File: src/rtl/pipeline_ctrl_pkg.sv
// Shared types for the MINAv2 pipeline stall/flush sequencer.
package pipeline_ctrl_pkg;

  typedef enum logic [1:0] {
    RUN      = 2'd0,
    MEM_WAIT = 2'd1,
    HALTED   = 2'd2
  } ctrl_state_e;

  // One bundle of per-register hold/kill controls consumed by the stages.
  typedef struct packed {
    logic stall_ia;
    logic stall_if_id;
    logic stall_id_ex;
    logic stall_ex_mem;
    logic bubble_mem_wb;
    logic flush_if_id;
    logic flush_id_ex;
  } pipe_ctrl_t;

  localparam pipe_ctrl_t PIPE_IDLE = '0;

  // Wait timer width: must hold values up to the timeout limit.
  function automatic int unsigned timer_width(input int unsigned limit);
    if (limit < 1) return 1;
    return $clog2(limit + 1);
  endfunction

endpackage

File: src/rtl/pipeline_ctrl_if.sv
// Hazard/handshake inputs and stall/flush controls of the pipeline sequencer.
interface pipeline_ctrl_if #(
  parameter int unsigned CNT_W = 32
);
  logic             load_hazard;
  logic             branch_taken;
  logic             imem_ack;
  logic             dmem_req;
  logic             dmem_ack;
  logic             halt_req;
  logic             stall_ia;
  logic             stall_if_id;
  logic             stall_id_ex;
  logic             stall_ex_mem;
  logic             bubble_mem_wb;
  logic             flush_if_id;
  logic             flush_id_ex;
  logic             halted;
  logic             bus_error;
  logic [CNT_W-1:0] stall_cycles;

  modport master (
    output load_hazard, branch_taken, imem_ack, dmem_req, dmem_ack, halt_req,
    input  stall_ia, stall_if_id, stall_id_ex, stall_ex_mem, bubble_mem_wb,
           flush_if_id, flush_id_ex, halted, bus_error, stall_cycles
  );

  modport slave (
    input  load_hazard, branch_taken, imem_ack, dmem_req, dmem_ack, halt_req,
    output stall_ia, stall_if_id, stall_id_ex, stall_ex_mem, bubble_mem_wb,
           flush_if_id, flush_id_ex, halted, bus_error, stall_cycles
  );
endinterface

File: src/rtl/pipeline_ctrl_sat_counter.sv
// Saturating up-counter with synchronous clear; sticks at all-ones.
module sat_counter #(
  parameter int unsigned W = 8
) (
  input  logic         clk,
  input  logic         rst,
  input  logic         clr,
  input  logic         inc,
  output logic [W-1:0] q
);

  always_ff @(posedge clk) begin
    if (rst || clr) begin
      q <= '0;
    end else if (inc && (q != '1)) begin
      q <= q + W'(1);
    end
  end

endmodule

File: src/rtl/pipeline_ctrl.sv
// Stall/flush sequencer: merges load-use, branch, IMEM/DMEM handshakes, halt
// and data-bus timeout into one set of per-register pipeline controls.
module pipeline_ctrl
  import pipeline_ctrl_pkg::*;
#(
  parameter int unsigned MEM_TIMEOUT = 255,
  parameter int unsigned CNT_W       = 32
) (
  input  logic             clk,
  input  logic             rst,
  pipeline_ctrl_if.slave   bus
);

  localparam int unsigned TIMER_W = timer_width(MEM_TIMEOUT);

  ctrl_state_e        state;
  ctrl_state_e        state_nxt;
  pipe_ctrl_t         ctrl;
  logic [TIMER_W-1:0] timer;
  logic [CNT_W-1:0]   cnt;
  logic               mem_stall;
  logic               timeout;
  logic               timer_clr;
  logic               timer_inc;
  logic               cnt_inc;
  logic               halted_q;
  logic               bus_error_q;

  // An outstanding data access freezes everything up to EX/MEM until acked.
  assign mem_stall = !bus.dmem_ack &&
                     (((state == RUN) && bus.dmem_req) || (state == MEM_WAIT));
  // Last permitted wait cycle passing without an ack.
  assign timeout   = (state == MEM_WAIT) && !bus.dmem_ack &&
                     (timer == TIMER_W'(MEM_TIMEOUT - 1));

  always_ff @(posedge clk) begin
    if (rst) state <= RUN;
    else     state <= state_nxt;
  end

  always_comb begin
    state_nxt = state;
    case (state)
      RUN: begin
        if (mem_stall)         state_nxt = MEM_WAIT;
        else if (bus.halt_req) state_nxt = HALTED;
      end
      MEM_WAIT: begin
        if (timeout)           state_nxt = HALTED;
        else if (bus.dmem_ack) state_nxt = bus.halt_req ? HALTED : RUN;
      end
      HALTED:  state_nxt = HALTED;
      default: state_nxt = RUN;
    endcase
  end

  // Priority: halted > memory wait > branch > load-use > fetch wait.
  always_comb begin
    ctrl = PIPE_IDLE;
    if (!rst) begin
      if (state == HALTED) begin
        ctrl.stall_ia     = 1'b1;
        ctrl.stall_if_id  = 1'b1;
        ctrl.stall_id_ex  = 1'b1;
        ctrl.stall_ex_mem = 1'b1;
      end else if (mem_stall) begin
        ctrl.stall_ia      = 1'b1;
        ctrl.stall_if_id   = 1'b1;
        ctrl.stall_id_ex   = 1'b1;
        ctrl.stall_ex_mem  = 1'b1;
        ctrl.bubble_mem_wb = 1'b1;
      end else if (bus.branch_taken) begin
        ctrl.flush_if_id = 1'b1;
        ctrl.flush_id_ex = 1'b1;
      end else if (bus.load_hazard) begin
        ctrl.stall_ia    = 1'b1;
        ctrl.stall_if_id = 1'b1;
        ctrl.flush_id_ex = 1'b1;
      end else if (!bus.imem_ack) begin
        ctrl.stall_ia    = 1'b1;
        ctrl.flush_if_id = 1'b1;
      end
    end
  end

  always_ff @(posedge clk) begin
    if (rst) begin
      halted_q    <= 1'b0;
      bus_error_q <= 1'b0;
    end else begin
      halted_q <= (state_nxt == HALTED);
      if (timeout) bus_error_q <= 1'b1;
    end
  end

  assign timer_clr = (state == RUN) && (state_nxt == MEM_WAIT);
  assign timer_inc = (state == MEM_WAIT);
  assign cnt_inc   = ctrl.stall_ia && (state != HALTED);

  sat_counter #(.W(TIMER_W)) u_wait_timer (
    .clk (clk),
    .rst (rst),
    .clr (timer_clr),
    .inc (timer_inc),
    .q   (timer)
  );

  sat_counter #(.W(CNT_W)) u_stall_cnt (
    .clk (clk),
    .rst (rst),
    .clr (1'b0),
    .inc (cnt_inc),
    .q   (cnt)
  );

  assign bus.stall_ia      = ctrl.stall_ia;
  assign bus.stall_if_id   = ctrl.stall_if_id;
  assign bus.stall_id_ex   = ctrl.stall_id_ex;
  assign bus.stall_ex_mem  = ctrl.stall_ex_mem;
  assign bus.bubble_mem_wb = ctrl.bubble_mem_wb;
  assign bus.flush_if_id   = ctrl.flush_if_id;
  assign bus.flush_id_ex   = ctrl.flush_id_ex;
  assign bus.halted        = halted_q;
  assign bus.bus_error     = bus_error_q;
  assign bus.stall_cycles  = cnt;

endmodule

File: src/flat_wrapper.sv
// flat-port wrapper written by rule: the top's interface ports become plain ports
module pipeline_ctrl_flat import pipeline_ctrl_pkg::*;
#(
  parameter int unsigned MEM_TIMEOUT = 255,
  parameter int unsigned CNT_W       = 32
)
  (clk, rst, bus_load_hazard, bus_branch_taken, bus_imem_ack, bus_dmem_req, bus_dmem_ack, bus_halt_req, bus_stall_ia, bus_stall_if_id, bus_stall_id_ex, bus_stall_ex_mem, bus_bubble_mem_wb, bus_flush_if_id, bus_flush_id_ex, bus_halted, bus_bus_error, bus_stall_cycles);
  pipeline_ctrl_if #(.CNT_W(CNT_W)) bus_i ();
  input  logic clk;
  input  logic rst;
  input wire logic [$bits(bus_i.load_hazard)-1:0] bus_load_hazard;
  input wire logic [$bits(bus_i.branch_taken)-1:0] bus_branch_taken;
  input wire logic [$bits(bus_i.imem_ack)-1:0] bus_imem_ack;
  input wire logic [$bits(bus_i.dmem_req)-1:0] bus_dmem_req;
  input wire logic [$bits(bus_i.dmem_ack)-1:0] bus_dmem_ack;
  input wire logic [$bits(bus_i.halt_req)-1:0] bus_halt_req;
  output wire logic [$bits(bus_i.stall_ia)-1:0] bus_stall_ia;
  output wire logic [$bits(bus_i.stall_if_id)-1:0] bus_stall_if_id;
  output wire logic [$bits(bus_i.stall_id_ex)-1:0] bus_stall_id_ex;
  output wire logic [$bits(bus_i.stall_ex_mem)-1:0] bus_stall_ex_mem;
  output wire logic [$bits(bus_i.bubble_mem_wb)-1:0] bus_bubble_mem_wb;
  output wire logic [$bits(bus_i.flush_if_id)-1:0] bus_flush_if_id;
  output wire logic [$bits(bus_i.flush_id_ex)-1:0] bus_flush_id_ex;
  output wire logic [$bits(bus_i.halted)-1:0] bus_halted;
  output wire logic [$bits(bus_i.bus_error)-1:0] bus_bus_error;
  output wire logic [$bits(bus_i.stall_cycles)-1:0] bus_stall_cycles;
  assign bus_i.load_hazard = bus_load_hazard;
  assign bus_i.branch_taken = bus_branch_taken;
  assign bus_i.imem_ack = bus_imem_ack;
  assign bus_i.dmem_req = bus_dmem_req;
  assign bus_i.dmem_ack = bus_dmem_ack;
  assign bus_i.halt_req = bus_halt_req;
  assign bus_stall_ia = bus_i.stall_ia;
  assign bus_stall_if_id = bus_i.stall_if_id;
  assign bus_stall_id_ex = bus_i.stall_id_ex;
  assign bus_stall_ex_mem = bus_i.stall_ex_mem;
  assign bus_bubble_mem_wb = bus_i.bubble_mem_wb;
  assign bus_flush_if_id = bus_i.flush_if_id;
  assign bus_flush_id_ex = bus_i.flush_id_ex;
  assign bus_halted = bus_i.halted;
  assign bus_bus_error = bus_i.bus_error;
  assign bus_stall_cycles = bus_i.stall_cycles;
  pipeline_ctrl #(.MEM_TIMEOUT(MEM_TIMEOUT), .CNT_W(CNT_W)) u_core (.clk(clk), .rst(rst), .bus(bus_i));
endmodule
File: config.mk
export PLATFORM = sky130hd
export DESIGN_NAME = pipeline_ctrl_flat
export DESIGN_NICKNAME = d
export VERILOG_FILES = /design/src/rtl/pipeline_ctrl_pkg.sv /design/src/rtl/pipeline_ctrl_if.sv /design/src/rtl/pipeline_ctrl_sat_counter.sv /design/src/rtl/pipeline_ctrl.sv /design/src/flat_wrapper.sv
export SDC_FILE = /design/constraint.sdc
export NUM_CORES = 1
export LEC_CHECK = 0
export CORE_ASPECT_RATIO = 1.5
export CORE_MARGIN = 2
export CORE_UTILIZATION = 42
export DETAILED_ROUTE_END_ITERATION = 16
export GPL_TIMING_DRIVEN = 0
export PLACE_DENSITY = 0.67
export SYNTH_ARGS = -nofsm -noshare
export SYNTH_HDL_FRONTEND = slang
export SYNTH_SLANG_ARGS = --single-unit
File: constraint.sdc
create_clock -name clk -period 4.4 [get_ports clk]
set_input_delay 0.88 -clock clk [delete_from_list [all_inputs] [get_ports clk]]
set_output_delay 0.88 -clock clk [all_outputs]
set_load 0.01 [all_outputs]
==> impl_metrics.csv <==
group,metric,value,unit
global_route,grt_max_degree,14,
yosys,syn_area,2460,um2
yosys,synth-compound-area-share,16.8,%
run_status,status,"completed",
critical_path,r2r_start,"u_core.u_stall_cnt.q[3]",
timing,hold_violations,0,
floorplanning,start_util,42.9,%
placement,portBuffers,48,
clock_tree,clk_pin_slew,0.08,ns
finish,syn_to_final_growth,27.0,%
route,antenna_left,0,
yosys,synth_flop_cell,"dfxtp_1",
yosys,synthAdderAreaFrac,1.53,%
yosys,synth_area_leaders,"dfxtp_1 (36%), nor2_1 (5.0%), a21oi_1 (4.9%)",
critical_path,cp_max_fo,10,
yosys,yosysUniqueCellTypes,45,
timing,fmax,0.239,GHz
min_path,hp-class,"register to register",
route,vias_per_cell,5.70,
floorplanning,core,5740,um2
yosys,synth_async_sr_flop_share,0,%
critical_path,end_kind,"output port",
run,drv_cap,0,
yosys,syn-num-nets,302,
finish,nets,357,
floorplanning,die_w,66.5,um
yosys,synth-simple-area-share,33.2,%
route,drt_first_iter_violations,153,
power,irDropWorstVdd,0.000244,V
placement,place_area,3030,um2
placement,routabilityCongestion,0.886,
floorplanning,dieArea,6500,um2
route,routed_wl,6280,um
finish,diodes,0,
clock_tree,clock_sinks,44,
min_path,hold_end,"u_core.bus.bus_error",
yosys,syn_avg_cell_area,8.46,um2
finish,finalInstanceArea,3130,um2
power,p_per_area,240,nW/um2
timing,final.period_utilization,94.9,%
critical_path,reg2regPathDepth,7,
timing,fin_setup_tns,0,ns
clock_tree,numCtsBuffers,5,
clock_tree,clock_latency,0.30,ns
route,dr.pass1.iters,4,
yosys,yosysWarnings,0,
route,num_vias,2389,
yosys,syn_inst,291,
critical_path,reg2reg_to,"u_core.u_stall_cnt.q[5]",
clock_tree,cts_root_buf,"clkbuf_8",
critical_path,reg2reg_slack,2.14,ns
route,drc,0,
yosys,ys_ff_latch,44,
global_route,grt_pass1_vias,2325,
finish,fillers,569,
clock_tree,postCtsSetupBuffers,0,
global_route,antenna_found_initial,0,
finish,drive_gt1_share,11.5,%
timing,slew_viol_final,0,
timing,finalSetupViolations,0,
floorplanning,io_pins,49,
yosys,synth_top_family_by_area,"simple AND/OR/NAND/NOR gates",
placement,hpwl,4690,um
critical_path,start_kind,"input pin",
yosys,synth_xor_area_share,2.14,%
clock_tree,htree_levels,2,
floorplanning,row_count,34,
critical_path,critical_path_class,"input pin to output port",
yosys,yosysTopAreaCell,"dfxtp_1",
timing,rsz0062_at_grt,"false",
power,p_leak,1.05,nW
yosys,synth_edf_count,0,
yosys,netlist.area_leader.share,35.8,%
critical_path,required,3.52,ns
yosys,synth_mux_area_share,5.19,%
yosys,ys_seq_area_share,35.8,%
min_path,hold_path_startpoint,"u_core.bus.bus_error",
global_route,grt_usage,20.5,%
timing,slew_headroom,65.5,%
global_route,grt_pass1_wl,10600,um
route,wl_per_cell,15.0,um
clock_tree,cts_tree,"built",
min_path,worstHoldPathCells,2,
clock_tree,clk_path_buf_depth,2,
timing,min_period,4.18,ns
timing,clock_skew,0.00739,ns
global_route,gr-total-overflow,0,
critical_path,cp.arrival,3.30,ns
floorplanning,dieHeight,97.8,um
timing,tightestPinTransition,0.517,ns
==> worst max-delay path by stage <==
| stage | start | to | slack (ns) | depth (start not counted) |
|---|---|---|---|---|
| CTS | rst | bus_stall_id_ex | 0.03 | 7 |
| floorplan | rst | bus_stall_id_ex | 1.50 | 5 |
| global route | rst | bus_stall_id_ex | 0.05 | 7 |
| global placement | rst | bus_stall_id_ex | 0.07 | 7 |
| detailed placement | rst | bus_stall_id_ex | 0.03 | 7 |
| finish | rst | bus_stall_id_ex | 0.22 | 7 |
==> metrics by stage <==
step,util (%),setup slack (ns),power (mW),cells,hold slack (ns)
2_1_floorplan,-,1.50,0.460,291,0.494
3_3_place_gp,52.8,0.0708,0.496,411,0.461
3_5_place_dp,52.8,0.0306,0.498,411,0.474
4_1_cts,54.4,0.0292,0.759,419,0.499
5_1_grt,54.4,0.0483,0.783,419,0.532
6_report,54.4,0.224,0.751,419,0.499
==> synthesized netlist by cell type (5+ instances only) <==
cell      instances
and3_1            5
nor2_1           33
nand3_1           6
o21ai_1           5
nor3_1            6
or3_1             6
nor2b_1          11
clkbuf_1          7
o31ai_1          13
nand4_1          14
inv_1             7
a21oi_1          24
nor4_1            7
o311ai_0          5
or4_1            15
nand2_1          24
dfxtp_1          44
mux2_2            6
==> sequential cells by signal, indices dropped and copies added (netlist names) <==
signal / flops
u_core.bus.halted: 1
u_core.u_stall_cnt.q: 32
u_core.state: 2
u_core.bus.bus_error: 1
u_core.u_wait_timer.q: 8
==> what timing repair did <==
item,in CTS,in global routing
endpoints found under the hold margin,0,0
hold buffers,0,0
setup endpoints to repair,0,3
gates resized for setup,0,1
==> logic make-up (layout without fill, tap and decap cells) <==
| family | Yosys count | after routing |
|---|---|---|
| AO/OA/AOI/OAI | 62 | 62 |
| buffers and inverters | 24 | 80 |
| adder cells (fa/ha/maj) | 3 | 3 |
| multiplexers | 10 | 10 |
| flip-flops | 44 | 44 |
| XOR/XNOR | 6 | 6 |
| AND/OR/NAND/NOR | 142 | 142 |
==> final cells by class <==
type / instances / area (um2) / area share, %
multi-input combinational: 223 / 1450 / 46.4
sequential: 44 / 881 / 28.2
timing repair buffer: 48 / 480 / 15.4
buffer: 16 / 101 / 3.24
tap: 72 / 90.1 / 2.88
clock buffer: 6 / 82.6 / 2.64
inverter: 8 / 30.0 / 0.961
clock inverter: 2 / 10.0 / 0.320
==> layer usage <==
| layer | share of wire, % | wire length, um | global-route usage (%) | up-vias |
|---|---|---|---|---|
| li1 | - | - | - | 1197 |
| met1 | 41 | 2590 | 24.4 | 1145 |
| met2 | 55 | 3430 | 36.5 | 39 |
| met3 | 3.1 | 196 | 4.38 | 8 |
| met4 | 1.0 | 64 | 5.18 | 0 |
| met5 | 0 | 0 | 0 | - |
==> layout by cell type, fill, tap and decap left out, types with 6 or more instances in the layout <==
| master | instances |
|---|---|
| nand4_1 | 14 |
| nand2_1 | 24 |
| nor2_1 | 33 |
| or4_1 | 15 |
| or3_1 | 6 |
| clkdlybuf4s50_1 | 48 |
| a21oi_1 | 24 |
| nand3_1 | 6 |
| inv_1 | 7 |
| mux2_2 | 6 |
| nor3_1 | 6 |
| dfxtp_1 | 44 |
| o31ai_1 | 13 |
| nor4_1 | 7 |
| clkbuf_8 | 6 |
| clkbuf_1 | 7 |
| nor2b_1 | 11 |
==> power breakdown <==
group          switching [mW]  internal [mW]
Clock                   0.138          0.125
Combinational          0.0441         0.0340
Sequential            0.00686          0.403
Total                   0.189          0.562
==> worst max-delay path: stages <==
cell	delay (ns)
clkdlybuf4s50_1	0.55
clkbuf_1	0.38
clkbuf_2	0.36
clkbuf_1	0.40
nor2_1	0.12
buf_4	0.15
clkdlybuf4s50_1	0.46
Note: power is estimated with default switching activity, not from simulation.
